File: src/rtl/seq_alu.sv
// Sequential ALU: single-cycle add/sub/shift/logic ops plus iterative
// shift-add multiply and restoring divide, one bit per clock.
module seq_alu #(
  parameter int WIDTH = 16
) (
  input  logic             clk,
  input  logic             rst,
  input  logic             start,
  input  logic [WIDTH-1:0] A,
  input  logic [WIDTH-1:0] B,
  input  logic [3:0]       ALU_Sel,
  input  logic             CarryIn,
  output logic             busy,
  output logic             done,
  output logic [WIDTH-1:0] ALU_Out,
  output logic [WIDTH-1:0] ALU_OutHi,
  output logic             CarryOut,
  output logic             Zero,
  output logic             DivByZero
);

  localparam int CW = $clog2(WIDTH + 1);
  localparam logic [CW-1:0] LAST = CW'(WIDTH - 1);

  typedef enum logic [1:0] {IDLE, MUL, DIV} state_t;

  state_t           state_reg, state_next;
  logic [CW-1:0]    cnt_reg, cnt_next;
  logic [WIDTH-1:0] hi_reg, hi_next;
  logic [WIDTH-1:0] lo_reg, lo_next;
  logic [WIDTH-1:0] opb_reg, opb_next;
  logic [WIDTH-1:0] out_lo_reg, out_lo_next;
  logic [WIDTH-1:0] out_hi_reg, out_hi_next;
  logic             carry_reg, carry_next;
  logic             dbz_reg, dbz_next;
  logic             done_reg, done_next;

  logic [WIDTH:0]   add_sum, sub_diff, mul_sum, div_shift, div_trial;
  logic [WIDTH-1:0] mul_hi_step, mul_lo_step, div_hi_step, div_lo_step;

  assign add_sum  = {1'b0, A} + {1'b0, B} + {{WIDTH{1'b0}}, CarryIn};
  assign sub_diff = {1'b0, A} - {1'b0, B} - {{WIDTH{1'b0}}, CarryIn};

  // Multiply: hi_reg is the accumulator, lo_reg the multiplier shifting out LSB-first.
  assign mul_sum     = {1'b0, hi_reg} + (lo_reg[0] ? {1'b0, opb_reg} : '0);
  assign mul_hi_step = mul_sum[WIDTH:1];
  assign mul_lo_step = {mul_sum[0], lo_reg[WIDTH-1:1]};

  // Divide: hi_reg is the partial remainder, lo_reg shifts dividend out / quotient in.
  // The shifted remainder never exceeds 2*B-1, so bit WIDTH of the trial is a true sign.
  assign div_shift   = {hi_reg, lo_reg[WIDTH-1]};
  assign div_trial   = div_shift - {1'b0, opb_reg};
  assign div_hi_step = div_trial[WIDTH] ? div_shift[WIDTH-1:0] : div_trial[WIDTH-1:0];
  assign div_lo_step = {lo_reg[WIDTH-2:0], ~div_trial[WIDTH]};

  always_comb begin
    state_next  = state_reg;
    cnt_next    = cnt_reg;
    hi_next     = hi_reg;
    lo_next     = lo_reg;
    opb_next    = opb_reg;
    out_lo_next = out_lo_reg;
    out_hi_next = out_hi_reg;
    carry_next  = carry_reg;
    dbz_next    = dbz_reg;
    done_next   = 1'b0;
    case (state_reg)
      IDLE: begin
        if (start) begin
          opb_next = B;
          hi_next  = '0;
          lo_next  = A;
          cnt_next = '0;
          case (ALU_Sel)
            4'b0010: state_next = MUL;
            4'b0011: begin
              if (B == '0) begin
                out_lo_next = '1;
                out_hi_next = A;
                carry_next  = 1'b0;
                dbz_next    = 1'b1;
                done_next   = 1'b1;
              end else begin
                state_next = DIV;
              end
            end
            default: begin
              out_hi_next = '0;
              carry_next  = 1'b0;
              dbz_next    = 1'b0;
              done_next   = 1'b1;
              case (ALU_Sel)
                4'b0001: begin out_lo_next = sub_diff[WIDTH-1:0]; carry_next = sub_diff[WIDTH]; end
                4'b0100: begin out_lo_next = {A[WIDTH-2:0], 1'b0};      carry_next = A[WIDTH-1]; end
                4'b0101: begin out_lo_next = {1'b0, A[WIDTH-1:1]};      carry_next = A[0]; end
                4'b0110: begin out_lo_next = {A[WIDTH-2:0], A[WIDTH-1]}; carry_next = A[WIDTH-1]; end
                4'b0111: begin out_lo_next = {A[0], A[WIDTH-1:1]};      carry_next = A[0]; end
                4'b1000: out_lo_next = A & B;
                4'b1001: out_lo_next = A | B;
                4'b1010: out_lo_next = A ^ B;
                4'b1011: out_lo_next = ~(A | B);
                4'b1100: out_lo_next = ~(A & B);
                4'b1101: out_lo_next = ~(A ^ B);
                default: begin out_lo_next = add_sum[WIDTH-1:0]; carry_next = add_sum[WIDTH]; end
              endcase
            end
          endcase
        end
      end
      MUL: begin
        hi_next  = mul_hi_step;
        lo_next  = mul_lo_step;
        cnt_next = cnt_reg + CW'(1);
        if (cnt_reg == LAST) begin
          state_next  = IDLE;
          out_lo_next = mul_lo_step;
          out_hi_next = mul_hi_step;
          carry_next  = 1'b0;
          dbz_next    = 1'b0;
          done_next   = 1'b1;
        end
      end
      DIV: begin
        hi_next  = div_hi_step;
        lo_next  = div_lo_step;
        cnt_next = cnt_reg + CW'(1);
        if (cnt_reg == LAST) begin
          state_next  = IDLE;
          out_lo_next = div_lo_step;
          out_hi_next = div_hi_step;
          carry_next  = 1'b0;
          dbz_next    = 1'b0;
          done_next   = 1'b1;
        end
      end
      default: state_next = IDLE;
    endcase
  end

  always_ff @(posedge clk) begin
    if (rst) begin
      state_reg  <= IDLE;
      cnt_reg    <= '0;
      hi_reg     <= '0;
      lo_reg     <= '0;
      opb_reg    <= '0;
      out_lo_reg <= '0;
      out_hi_reg <= '0;
      carry_reg  <= 1'b0;
      dbz_reg    <= 1'b0;
      done_reg   <= 1'b0;
    end else begin
      state_reg  <= state_next;
      cnt_reg    <= cnt_next;
      hi_reg     <= hi_next;
      lo_reg     <= lo_next;
      opb_reg    <= opb_next;
      out_lo_reg <= out_lo_next;
      out_hi_reg <= out_hi_next;
      carry_reg  <= carry_next;
      dbz_reg    <= dbz_next;
      done_reg   <= done_next;
    end
  end

  assign busy      = (state_reg == MUL) || (state_reg == DIV);
  assign done      = done_reg;
  assign ALU_Out   = out_lo_reg;
  assign ALU_OutHi = out_hi_reg;
  assign CarryOut  = carry_reg;
  assign DivByZero = dbz_reg;
  assign Zero      = (out_lo_reg == '0) && (out_hi_reg == '0);

endmodule

File: config.mk
export PLATFORM = sky130hd
export DESIGN_NAME = seq_alu
export DESIGN_NICKNAME = d
export VERILOG_FILES = /design/src/rtl/seq_alu.sv
export SDC_FILE = /design/constraint.sdc
export NUM_CORES = 1
export LEC_CHECK = 0
export CORE_ASPECT_RATIO = 1.2
export CORE_MARGIN = 2
export CORE_UTILIZATION = 45
export CTS_CLUSTER_SIZE = 25
export DETAILED_ROUTE_END_ITERATION = 12
export GPL_TIMING_DRIVEN = 0
export PLACE_DENSITY = 0.71
export SLEW_MARGIN = 20
export SYNTH_ARGS = -nofsm -noshare
export SYNTH_HDL_FRONTEND = slang
export SYNTH_SLANG_ARGS = --single-unit
File: constraint.sdc
create_clock -name clk -period 4.7 [get_ports clk]
set_clock_uncertainty 0.2 [all_clocks]
set_input_delay 0.94 -clock clk [delete_from_list [all_inputs] [get_ports clk]]
set_output_delay 0.94 -clock clk [all_outputs]
set_load 0.1 [all_outputs]
* Word level (Yosys, flattened, before mapping) *
Index checks and enable logic that the tools add are counted.

word-level totals
  bits in registers = 90
  latch bits = 0
  memory bits (writable) = 0
  memory bits (read-only) = 0
  input port bits = 40
  logic and storage cells = 107
  memories = 0

operators by class
  $add $sub $neg = 7
  multipliers = 0
  div/mod/pow operators = 0
  $lt $le $gt $ge = 0
  equal/unequal tests = 24
  shift-type cells = 0
  multiplexer cells = 41
  bitwise operators = 7
  reductions and logical operators = 18

operator list
  kind                                                             count
  16-bit 2-to-1 mux                                                12
  16-bit one-hot mux with 3 select lines                           4
  16-bit one-hot mux with 11 select lines                          1
  16-bit one-hot mux with 2 select lines                           2
  16-bit logical NOT                                               3
  16-bit inverter                                                  3
  16-bit by 16-bit adder with 17-bit output                        2
  4-bit == test, second input constant                             6
  17-bit by 1-bit adder with 17-bit output                         1
  16-bit by 16-bit subtractor with 17-bit output                   1
  17-bit by 1-bit subtractor with 17-bit output                    1
  17-bit by 16-bit subtractor with 17-bit output                   1
  16-bit AND                                                       1
  4-bit by 3-bit == test with 1-bit output, second input constant  4
  16-bit bitwise OR                                                1
  16-bit bitwise XOR                                               1
  1-bit one-hot mux with 2 select lines                            6
  5-bit one-hot mux with 2 select lines                            1
  4-bit by 2-bit == test with 1-bit output, second input constant  2
  1-bit 2-to-1 mux                                                 8
  2-bit != test, second input constant                             4
  2-bit one-hot mux with 2 select lines                            2
  2-bit 2-to-1 mux                                                 3
  3-bit != test, second input constant                             2
  21 further kinds                                                 25

* Logic depth before layout (Yosys ltp) *
  depth after elaboration = 6
  depth in mapped cells = 15

* Least setup slack after synthesis *
Ideal clock, no wire load.

  path kind = input port to flip-flop
  start point = in A[0]
  end point = reg carry_reg (netlist: CarryOut)
  setup time = 122 ps
  arrival time = 3989 ps
  setup slack = 389 ps
  cell stages on the path = 15
  path buffers = 0
  path through = inv_1 fa_1 inv_1 ha_1 or2_2 fa_1 o21a_1 o311a_1 o21ai_1 a21oi_1 a211oi_1 o21bai_1 a21oi_1 xnor2_1 o21ai_1

between the ends
  word-level cells in the longest chain between the ends = 6

ends and longest elaborated chain
  element                                                                                                      RTL line  RTL
  start: declaration                                                                                           9         input logic [WIDTH-1:0] A,
  16-bit by 16-bit adder with 17-bit output or 16-bit by 16-bit subtractor with 17-bit output (tied branches)  41, 42
  17-bit by 1-bit adder with 17-bit output or 17-bit by 1-bit subtractor with 17-bit output (tied branches)    41, 42
  1-bit one-hot mux with 4 select lines (*)                                                                    92        case (ALU_Sel)
  1-bit one-hot mux with 2 select lines (*)                                                                    74        case (ALU_Sel)
  1-bit 2-to-1 mux (*)                                                                                         69        if (start) begin
  1-bit one-hot mux with 2 select lines (*)                                                                    67        case (state_reg)
  end signal: assignment                                                                                       160       carry_reg <= carry_next;
  end: declaration                                                                                             34        logic carry_reg, carry_next;

Mark *: on every way between the ends. The rest lies on a longest branch, timed or not. The select of a mux whose other input is x is not followed.
A chain may end at the register's enable or synchronous reset.

* Final worst setup path *
  start point = in A[0]
  end point = reg out_lo_reg[6] (netlist: ALU_Out[6])

between the ends
  word-level cells in the longest chain between the ends = 6

ends and longest elaborated chain
  element                                                                                                      RTL line  RTL
  16-bit by 16-bit adder with 17-bit output or 16-bit by 16-bit subtractor with 17-bit output (tied branches)  41, 42
  17-bit by 1-bit adder with 17-bit output or 17-bit by 1-bit subtractor with 17-bit output (tied branches)    41, 42
  16-bit one-hot mux with 11 select lines (*)                                                                  92
  16-bit one-hot mux with 2 select lines (*)                                                                   74
  16-bit 2-to-1 mux (*)                                                                                        69
  16-bit one-hot mux with 3 select lines (*)                                                                   67
  end signal: assignment                                                                                       158       out_lo_reg <= out_lo_next;
  end: declaration                                                                                             32        logic [WIDTH-1:0] out_lo_reg, out_lo_next;

Marked as above.

==> flow_summary.ini <==
[outcome]
status = completed

[final_layout]
fill_cells = 1984
drive_above_1_share_pct = 3.69
final_cells = 1562
multi_input_area_um2 = 6570
design_area_um2 = 10300
seq_area_um2 = 1800
area_growth_syn_to_layout_pct = 15.6
final_util_pct = 52.9
final_nets = 1444
diodes = 0

[worst_hold_path]
min-delay-start = cnt_reg[4]
min_to = cnt_reg[4]
whs_path_depth = 2
hold_path_class = flop to flop

[setup_path]
cpMaxStageDelayCell = fa_2
r2r_start = lo_reg[0]
r2r_cells = 13
crit_type = input pin to flop
cp_top_family = adder cells
cp_max_fo = 6
crit_buf_inv = 3
critPathRequiredTime_ns = 4.71
startpoint = A[0]
end_kind = flop
arrival_ns = 4.52
cpMostUsedCell = fa_2
r2r_end = ALU_OutHi[15]
r2r_slack_ns = 0.32
worst_path_largest_cell_delay_ns = 0.65
start_kind = input pin
path_cells = buf_2 > inv_2 > fa_2 > inv_1 > ha_1 > or2_2 > fa_2 > o21a_1 > or3_1 > a31oi_1 > xor2_1 > o221ai_1 > a21oi_1 > a2bb2oi_1 > nor2_1

[grt]
grt_usage_pct = 32.3
grt_overflow = 0
antenna_found_initial = 0
grt_max_degree = 14
grt_pass1_vias = 9309
grt_pass1_wl_um = 52100

[clock_tree]
cts_buffer_depth = 2
clk_pin_slew_worst_paths_ns = 0.06
root_buffer = clkbuf_16
clkLatencyLatePin_ns = 0.35
cts_tree = built
htreeDepth = 3
hold_buffers = 0
cts_made_buffers = 9
cts.sinks = 90

[floorplanning]
die-area_um2 = 21000
initial_utilization_pct = 45.8
die_h_um = 158
rows = 56
coreArea_um2 = 19500
ios = 77
dieWidth_um = 132

[power]
peakVddDrop_mv = 0.268
p_comb_share_pct = 64.4
p_sw_w = 0.00283
pwr-share-seq_pct = 22.5
swShare_pct = 52.7
p_int_w = 0.00255
power.density_nw_per_um2 = 522
total_power_w = 0.00538
leakagePower_nw = 4.12
clock_power_share_pct = 13.1

[timing]
fin_crit_sh_pct = 95.9
setup_viol = 0
fin_ws_ns = 0.192
rsz0062_at_grt = no
maxSlewHeadroom_pct = 33.9
tightest_slew_ns = 0.988
timing.fmax_mhz = 222
drv_slew = 0
fin_crit_ns = 4.51
hold_violations = 0

[route]
drt-met1-wl_um = 13100
drcViolationCount = 0
top_layer_used = met4
ant_nets = 0
post_drt_wl_per_cell_um = 21.9
num_vias = 9764
wl_met3_um = 2340
drtIter0Drc = 870
firstDrtPassIters = 5
routed_wl_um = 34300
routed-wl-met2_um = 16900
routed_via_density = 6.25

[synth]
synth-async-reset-ratio_pct = 0
ys.flop_type = dfxtp_1
ys_seq_elements = 90
ys_warn_count = 0
avgSynthCellArea_um2 = 7.35
synth_cell_types = 72
synth_edf_count = 0
synthCells = 1212
synthTopCellsByCount = a21oi_1, nand2_1, ha_1
seq_area_frac_synth_pct = 20.2
synth.area.top_cells = dfxtp_1, ha_1, a21oi_1
yosysTopAreaCell = dfxtp_1
syn_nets = 1358
synth_top_area_share_pct = 20.2
yosys.cell_count.top_type = a21oi_1
synth_area_um2 = 8910

[placed_design]
pre_cts_ws_ns = -1.03
gp_congestion = 0.993
place_area_um2 = 9990
dp_hpwl_um = 27100
port_buffers = 74
dp_cells = 1548

[run]
maxCapViolCount = 0
metal layers:
metal	GRT usage, %	vias to the layer above
li1	-	4574
met1	36.9	4590
met2	58.4	467
met3	4.00	133
met4	18.3	0
met5	0	-
how the worst max path moves through the flow:
stage	to	slack (ns)	cells after the start
global placement	ALU_Out[14]	-1.0	15
CTS	CarryOut	0.04	16
global route	CarryOut	0.04	16
detailed placement	ALU_Out[14]	-1.03	15
floorplan	CarryOut	0.39	15
finish	ALU_Out[6]	0.19	15
per-stage QoR:
stage	hold slack (ns)	setup TNS [ns]
3_3_place_gp	0.244	-6.38
5_1_grt	0.295	0
3_5_place_dp	0.245	-6.60
4_1_cts	0.252	0
6_report	0.252	0
2_1_floorplan	0.232	0
cells in the final DEF, fill, tap and decap left out, types with 17 or more instances in the layout:
cell               n
nand3_1           17
o21ai_0           68
inv_1             86
ha_1             100
nand2b_1          19
dfxtp_1           90
mux2i_1           21
a21oi_1          145
and2_1            18
o211ai_1          22
xnor2_1           36
xor2_1            26
a31oi_1           21
clkdlybuf4s50_1   71
a211oi_1          17
nor2_1            94
clkbuf_1          55
nand2_1          132
worst reg2reg max path, delay by kind of cell (launching register included):
family | cells | cell delay (ns)
AOI/OAI and AO/OA | 8 | 2.26
buffers and inverters | 1 | 0.27
DFF | 1 | 0.41
and+or+nand+nor | 2 | 0.38
adders and majority gates | 2 | 0.70
cell type report:
cell class	instances	area share (%)
buffer	65	2.49
clock buffer	10	2.22
clock inverter	4	0.437
inverter	89	3.24
multi-input combinational	968	63.8
sequential	90	17.5
tap	261	3.17
timing repair buffer	75	7.15
power groups by stage:
stage / clock (W) / combinational, W / sequential [W]
after global routing: 0.000739 / 0.00371 / 0.00123
after CTS: 0.000699 / 0.00342 / 0.00120
final: 0.000705 / 0.00346 / 0.00121
after detailed placement: 0 / 0.00339 / 0.00121
after floorplan: 0 / 0.00197 / 0.00169
after global placement: 0 / 0.00335 / 0.00121
cell families after synthesis:
| logic type | after synthesis | synth area share (%) |
|---|---|---|
| AOI/OAI and AO/OA | 431 | 31.2 |
| xor gates and xnor gates | 63 | 6.28 |
| adders and majority gates | 106 | 15.4 |
| buffers and inverters | 154 | 6.63 |
| DFF | 90 | 20.2 |
| muxes | 25 | 2.86 |
| and+or+nand+nor | 343 | 17.4 |
timing repair:
item                                    CTS  global route
gates cloned                              0             0
pin swaps                                 1             1
buffers inserted                          0             0
resized for setup                        12             7
endpoints found under the setup margin    8            10
endpoints found under the hold margin     0             0
No activity file was read; power rests on OpenSTA's default activity.
